==> config.mk <==
export PLATFORM = sky130hd
export DESIGN_NAME = pyon_box_drawer
export DESIGN_NICKNAME = d
export VERILOG_FILES = /design/src/rtl/pyon_pkg.sv /design/src/rtl/pyon_raster_counter.sv /design/src/rtl/pyon_box_drawer.sv
export SDC_FILE = /design/constraint.sdc
export NUM_CORES = 1
export LEC_CHECK = 0
export CAP_MARGIN = 20
export CORE_AREA = 3 3 67 69
export DETAILED_ROUTE_END_ITERATION = 16
export DIE_AREA = 0 0 70 72
export PLACE_DENSITY = 0.78
export SLEW_MARGIN = 0
export SYNTH_ARGS = -nofsm -noshare
export SYNTH_HDL_FRONTEND = slang
export SYNTH_HIERARCHICAL = 1
export SYNTH_SLANG_ARGS = --single-unit
==> constraint.sdc <==
create_clock -name clk -period 3 [get_ports clk]
set_clock_uncertainty 0.2 [all_clocks]
set_input_delay 0.6 -clock clk [delete_from_list [all_inputs] [get_ports clk]]
set_output_delay 0.6 -clock clk [all_outputs]
set_load 0.01 [all_outputs]
==> src/rtl/pyon_pkg.sv <==
// Shared definitions for the pyon ladder renderer: screen geometry, default
// box placement, FSM state encoding, colour constants and a width helper.
// Optional feature macro: PYON_CLEAR_EN adds the full-screen CLEAR state.
package pyon_pkg;

    localparam int SCREEN_W = 160;
    localparam int SCREEN_H = 120;
    localparam int MAX_STEP = 32;

    // Default box geometry and the left edge of each player's column
    localparam int DEF_BOX_W = 8;
    localparam int DEF_BOX_H = 3;
    localparam int DEF_P0_X  = 32;
    localparam int DEF_P1_X  = 104;
    localparam int DEF_Y_BOT = 116;

    localparam logic [2:0] BLACK = 3'b000;
    localparam logic [2:0] GREEN = 3'b010;
    localparam logic [2:0] RED   = 3'b100;

    typedef enum logic [1:0] {
        ST_IDLE  = 2'd0,
        ST_DRAW  = 2'd1
`ifdef PYON_CLEAR_EN
        ,
        ST_CLEAR = 2'd2
`endif
    } state_t;

    // Counter width able to hold 0..n-1 (at least one bit)
    function automatic int cnt_bits(input int n);
        return (n > 1) ? $clog2(n) : 1;
    endfunction

endpackage

==> src/rtl/pyon_raster_counter.sv <==
// Two-dimensional raster position counter: col runs fastest over
// 0..WIDTH-1, then row over 0..HEIGHT-1, wrapping back to (0,0).
// Used for both the box scan and the full-screen clear scan.
module pyon_raster_counter
    import pyon_pkg::*;
#(
    parameter int WIDTH  = 8,
    parameter int HEIGHT = 3,
    localparam int COL_W = cnt_bits(WIDTH),
    localparam int ROW_W = cnt_bits(HEIGHT)
) (
    input  logic             clk,
    input  logic             resetn,
    input  logic             start,
    input  logic             advance,
    output logic [COL_W-1:0] col,
    output logic [ROW_W-1:0] row,
    output logic             last
);

    logic col_end;
    logic row_end;

    assign col_end = (col == COL_W'(WIDTH - 1));
    assign row_end = (row == ROW_W'(HEIGHT - 1));
    assign last    = col_end & row_end;

    // Position register: restart at origin, or step one pixel in raster order
    // NOTE: clocked state uses non-blocking assignments so every register
    // samples the pre-edge values and simulation order cannot change results.
    always_ff @(posedge clk) begin
        if (!resetn || start) begin
            col <= '0;
            row <= '0;
        end else if (advance) begin
            if (col_end) begin
                col <= '0;
                row <= row_end ? '0 : row + 1'b1;
            end else begin
                col <= col + 1'b1;
            end
        end
    end

endmodule

==> src/rtl/pyon_box_drawer.sv <==
// Rasterises one ladder box per accepted draw request into a burst of
// registered pixel writes for the 160x120 VGA adapter plot port.
// Optional feature macro: PYON_CLEAR_EN clears the whole screen after reset.
module pyon_box_drawer
    import pyon_pkg::*;
#(
    parameter int BOX_W    = DEF_BOX_W,
    parameter int BOX_H    = DEF_BOX_H,
    parameter int P0_X     = DEF_P0_X,
    parameter int P1_X     = DEF_P1_X,
    parameter int Y_BOT    = DEF_Y_BOT,
    parameter int MAX_STEP = pyon_pkg::MAX_STEP
) (
    input  logic       clk,
    input  logic       resetn,
    input  logic       req_valid,
    output logic       req_ready,
    input  logic       req_player,
    input  logic [5:0] req_step,
    input  logic       req_side,
    input  logic [2:0] req_colour,
    output logic [7:0] x,
    output logic [6:0] y,
    output logic [2:0] colour,
    output logic       plot,
    output logic       err
);

    localparam int BCW = cnt_bits(BOX_W);
    localparam int BRW = cnt_bits(BOX_H);

`ifdef PYON_CLEAR_EN
    localparam state_t RESET_STATE = ST_CLEAR;
    localparam logic   RESET_READY = 1'b0;
`else
    localparam state_t RESET_STATE = ST_IDLE;
    localparam logic   RESET_READY = 1'b1;
`endif

    state_t         state;
    logic [7:0]     box_x;      // left column of the box being drawn
    logic [6:0]     box_y;      // top row of the box being drawn
    logic           accept;
    logic           step_ok;
    logic [7:0]     req_x;
    logic [6:0]     req_y;
    logic           box_start;
    logic           box_advance;
    logic [BCW-1:0] box_col;
    logic [BRW-1:0] box_row;
    logic           box_last;
    logic [7:0]     next_x;
    logic [6:0]     next_y;

    assign accept  = req_valid & req_ready;
    assign step_ok = ({3'b000, req_step} <= 9'(MAX_STEP));

    // Box origin from the request, computed in 9 bits then truncated
    assign req_x = 8'((req_player ? 9'(P1_X) : 9'(P0_X)) + (req_side ? 9'(BOX_W) : 9'd0));
    assign req_y = 7'(9'(Y_BOT) - ({3'b000, req_step} * 9'(BOX_H)));

    assign box_start   = (state == ST_IDLE) && accept && step_ok;
    assign box_advance = (state == ST_DRAW) && !box_last;

    pyon_raster_counter #(
        .WIDTH  (BOX_W),
        .HEIGHT (BOX_H)
    ) u_box_scan (
        .clk     (clk),
        .resetn  (resetn),
        .start   (box_start),
        .advance (box_advance),
        .col     (box_col),
        .row     (box_row),
        .last    (box_last)
    );

`ifdef PYON_CLEAR_EN
    logic [7:0] clr_col;
    logic [6:0] clr_row;
    logic       clr_last;

    pyon_raster_counter #(
        .WIDTH  (SCREEN_W),
        .HEIGHT (SCREEN_H)
    ) u_clear_scan (
        .clk     (clk),
        .resetn  (resetn),
        .start   (1'b0),
        .advance (state == ST_CLEAR),
        .col     (clr_col),
        .row     (clr_row),
        .last    (clr_last)
    );
`endif

    // Coordinates of the pixel that follows the one currently on the outputs
    // NOTE: every always_comb output gets a default first so no path can
    // leave it unassigned and infer a latch.
    always_comb begin
        next_x = box_x;
        next_y = y;
        if (box_col != BCW'(BOX_W - 1)) begin
            next_x = box_x + 8'(box_col) + 8'd1;
        end else begin
            next_y = box_y + 7'(box_row) + 7'd1;
        end
    end

    // Control FSM with registered handshake and plot-port outputs
    always_ff @(posedge clk) begin
        if (!resetn) begin
            state     <= RESET_STATE;
            req_ready <= RESET_READY;
            plot      <= 1'b0;
            x         <= '0;
            y         <= '0;
            colour    <= '0;
            err       <= 1'b0;
            box_x     <= '0;
            box_y     <= '0;
        end else begin
            case (state)
                ST_IDLE: begin
                    req_ready <= 1'b1;
                    plot      <= 1'b0;
                    if (accept) begin
                        if (step_ok) begin
                            state     <= ST_DRAW;
                            req_ready <= 1'b0;
                            plot      <= 1'b1;
                            x         <= req_x;
                            y         <= req_y;
                            colour    <= req_colour;
                            box_x     <= req_x;
                            box_y     <= req_y;
                        end else begin
                            err <= 1'b1;
                        end
                    end
                end
                ST_DRAW: begin
                    if (box_last) begin
                        state     <= ST_IDLE;
                        req_ready <= 1'b1;
                        plot      <= 1'b0;
                    end else begin
                        x <= next_x;
                        y <= next_y;
                    end
                end
`ifdef PYON_CLEAR_EN
                ST_CLEAR: begin
                    plot   <= 1'b1;
                    x      <= clr_col;
                    y      <= clr_row;
                    colour <= BLACK;
                    if (clr_last) begin
                        state <= ST_IDLE;
                    end
                end
`endif
                default: state <= ST_IDLE;
            endcase
        end
    end

endmodule

# Word level (Yosys, flattened, before mapping)
# Cells that the tools add are included.
# word_totals
input_bits	14
output_inout_bits	21
register_bits	43
# op_classes
n_mul	1
magnitude_cmp	1
eq_ne	9
addsub	8
n_mux	26
reduce_logical	15
bitwise_logic	3
# ops
op	count
7-bit 2-to-1 mux	5
8-bit 2-to-1 mux	4
8-bit case mux with 2 select lines	1
7-bit case mux with 2 select lines	1
2-bit inequality test, second input constant	5
3-bit AND reduction	3
7-bit by 4-bit adder with 8-bit output	1
8-bit by 1-bit adder with 8-bit output, second input constant	1
8-bit by 3-bit adder with 8-bit output	1
2-bit 2-to-1 mux	4
7-bit by 1-bit adder with 7-bit output, second input constant	1
7-bit by 2-bit adder with 7-bit output	1
6-bit by 2-bit multiplier with 7-bit output, second input constant	1
7-bit subtractor, first input constant	1
6-bit less-or-equal comparator, second input constant	1
1-bit 2-to-1 mux	6
5-bit AND reduction	1
4-bit 2-to-1 mux	1
1-bit case mux with 2 select lines	2
2-bit case mux with 2 select lines	1
2-bit AND reduction	2
4-bit AND reduction	1
3-bit by 1-bit adder with 3-bit output, second input constant	1
3-bit == test, second input constant	1
12 further kinds	16

# Logic depth before layout (Yosys ltp)
# depth
depth_word	5
depth_mapped	9
depth_no_buf	8

# Cells and area by module
# Netlist, hierarchy kept.
# modules_own_cells
module	area_each_um2	cells_per_inst	n_inst
pyon_box_drawer	1846.8	214	1
pyon_raster_counter	256.5	25	1

# Worst setup path after synthesis
# No wires, ideal clock.
# synth_timing
kind	in2reg
start	in req_step[1]
end	reg y[6]
required_ps	2677
setup_time_ps	123
arrival_time_ps	2249
n_path_buf	0
setup_slack_ps	428
path_stages	8
cell_sequence	ha_1 inv_1 ha_1 a211oi_1 nor2_1 or4_1 a31oi_1 o32ai_2
# synth_via
elab_chain_len	5
elab_cells_between_ends	8
classes_between	add/sub (1); mul (1); order compare (1); eq/ne (1); mux (3); reduce/logical (1)
# synth_lines
element	line	text
from (decl)	pyon_box_drawer.sv:19	input logic [5:0] req_step,
6-bit by 2-bit multiplier with 7-bit output	pyon_box_drawer.sv:60	assign req_y = 7'(9'(Y_BOT) - ({3'b000, req_step} * 9'(BOX_H)));
7-bit subtractor	pyon_box_drawer.sv:60	
7-bit 2-to-1 mux	pyon_box_drawer.sv:128	if (step_ok) begin
7-bit 2-to-1 mux	pyon_box_drawer.sv:127	if (accept) begin
7-bit case mux with 2 select lines	pyon_box_drawer.sv:123	case (state)
to (signal assigned)	pyon_box_drawer.sv:133	y <= req_y;
to (signal assigned)	pyon_box_drawer.sv:149	y <= next_y;
to (decl)	pyon_box_drawer.sv:23	output logic [6:0] y,
# Several ways; a longest one is shown, not always the timed one. The select of a mux whose other input is x is not followed.
# A chain may end at the register's enable or synchronous reset.

# Worst setup path after layout
# layout_timing
start	in req_step[2]
end	reg y[6]
# The elaborated chain is that of the path after synthesis.

==> metrics <==
status finished clean; Antenna Cells 0; vias in the first global route 1708; xor and xnor area share after synthesis 0.0583; arrival time at the worst endpoint 2.81 ns; Tot GR Track Use 0.189; CTS H-Tree Depth 2; setup TNS 0 ns; maximum fanout along the worst path 4; top cell type by total area after synthesis dfxtp_1; Worst-path clk slew 0.07 ns; max layer used met4; synthesized net count 272; WHS 0.256 ns; Syn Inst Count 239; share of the synthesized area in the top cell type 0.362; Layout Nets 319; CTS Buf Count 5; FF-to-FF Start u_box_scan/col[0]; largest net degree at the start of global routing 23; root buffer cell clkbuf_8; fin crit share 0.947; wl on met1 2200 microns; vias per cell 5.30; DR DRC count 0; Place WS -0.203 ns; Sequential Area 761 sq um; final max-slew violation count 0; total gr overflow 0; Simple-Gate Fraction of Synth Area 0.196; peak supply drop 0.000315 V; final worst slack 0.158 ns; io pins 35; Finish-stage setup viols 0; Power Density 442 mW/mm^2; DRT Pass-1 Iters 4; sequential fraction of the synthesis area 0.362; critical path type input pin to register; PortBufs 34; Worst-Margin Slew 0.726 ns; final worst path period need 2.84 ns; Mean Syn Cell Area 8.80 sq um; DP Wirelength 3350 microns; Synth Cell Area 0.00210 sq mm; post-detailed-route count of antenna-violating nets 0; Power, Total 1.18 mW; leakage 1.09 nW; Multi-input gate area 0.00124 sq mm; vias after detailed routing 1781; DR WL met3 169 microns; Final Wtd Congestion 0.780; post-synthesis compound-gate area fraction 0.146; Crit. Startpoint req_step[2]; metal2 WL 2070 microns; CTS tree yes; Post-synth top flop dfxtp_1; max-cap viol count 0; clk buf depth 2; Routed wire per std cell 13.3 microns; WL final 4480 microns; EDFF count, synth 0; HP Class register to register; multiplexer share of the synthesized area 0.0666; die area 0.00504 sq mm; RSZ-0062 raised after global routing no; adder-cell share of the synthesized area 0.117; fill count 347; die height 72 microns; Rel. slew slack 0.515; HP Start x[4]; Yosys reg bits 38; Area growth, synth to finish 26.8%; maximum clock rate 0.352 GHz; initial antenna violation count 0; Starting DRT DRC Count 158; Post-DP Area 0.00259 sq mm; Worst Setup End Kind register; worst skew pair latency 0.28 ns; layout cells sized above 1 0.105; main combinational cell family by area after synthesis simple AND/OR/NAND/NOR gates; # rows 23; postcts setup bufs 0; synth top area cells dfxtp_1 36%, ha_1 11%, mux2i_1 6.7%; Final Hold Viols 0; Syn. warnings 6; worst endpoint required time 2.97 ns; Initial Utilization 0.530; first-pass GRT wire length 7740 microns; Die X 70 microns; placeable core area 0.00397 sq mm; Setup crit start kind input pin; async set-reset flop share out of synthesis 0; Sink Count 38; final instance area 0.00267 sq mm; Unique masters post-synth 46
==> sequential cells by signal (all words and copies together) (netlist names), 2 cells and up <==
signal	flops
box_y	7
u_box_scan/col	3
u_box_scan/row	2
y	7
colour	3
box_x	4
x	8
==> logic make-up after synthesis <==
group                    after synthesis
AO/OA/AOI/OAI                         44
XOR/XNOR                              14
adder cells (fa/ha/maj)               19
buffers and inverters                 27
flip-flops                            38
multiplexers                          14
AND/OR/NAND/NOR                       83
==> layout by cell type, fill, tap and decap left out, types with 3 or more instances in the layout <==
cell type / n
a31oi_1: 4
nor2_1: 32
nand3_1: 7
clkbuf_8: 5
nand4b_1: 4
dfxtp_1: 38
a21o_1: 3
o21ai_0: 7
buf_4: 17
nand2_1: 18
xor2_1: 7
a21oi_1: 13
xnor2_1: 7
nand2b_1: 4
clkdlybuf4s50_1: 34
inv_1: 16
mux2i_1: 14
ha_1: 18
==> synth_stat cells, types with 3 or more instances <==
library cell and number:
inv_1 16, xor2_1 7, dfxtp_1 38, mux2i_1 14, nand2b_1 4, a21oi_1 13
a31oi_1 4, nand2_1 18, nor2_1 32, nand4b_1 4, ha_1 18, nand3_1 7
o21ai_0 7, xnor2_1 7, a21o_1 3, a211oi_1 3, clkbuf_1 7
==> worst max-delay path, stage by stage <==
cell and delay, ns:
clkdlybuf4s50_1 0.52, inv_1 0.06, ha_1 0.29, ha_1 0.31, o21ai_0 0.23, nor2_1 0.08
or4_1 0.40, a31oi_1 0.22, o32ai_2 0.10
==> what timing repair did <==
item	4_1_cts	5_1_grt
hold buffers	0	0
setup endpoints to repair	0	1
gates resized for setup	0	1
==> layout make-up <==
| type | instances | share of cell area |
|---|---|---|
| clock buffers | 7 | 0.0286 |
| multi-input cells | 174 | 0.465 |
| repair buffers | 51 | 0.175 |
| flip-flops and latches | 38 | 0.285 |
| inverters | 16 | 0.0225 |
| well taps | 50 | 0.0235 |
==> through the flow <==
step                cells  utilization
detailed placement    329        0.651
CTS                   336        0.670
finish                336        0.672
global placement      329        0.651
global route          336        0.672
floorplan             239            -
==> per-layer routing <==
metal | vias to the layer above | track usage
met4 | 0 | 0.0596
met3 | 5 | 0.0471
met1 | 826 | 0.256
met2 | 35 | 0.299
li1 | 915 | -
met5 | - | 0
==> power by group <==
part	internal, mW	leakage (nW)	total [mW]	switching, mW
Clock	0.160	0.0383	0.326	0.166
Combinational	0.147	0.743	0.292	0.144
Sequential	0.536	0.310	0.560	0.0237
Total	0.844	1.09	1.18	0.334
==> worst paths after layout <==
check,to,slack [ns],cells past startpoint
hold reg to reg,x[4],0.26,2
setup reg to reg,x[4],0.64,9
setup / recovery,y[6],0.16,9
hold / removal,x[4],0.26,2
Note: power is estimated with default switching activity, not from simulation.
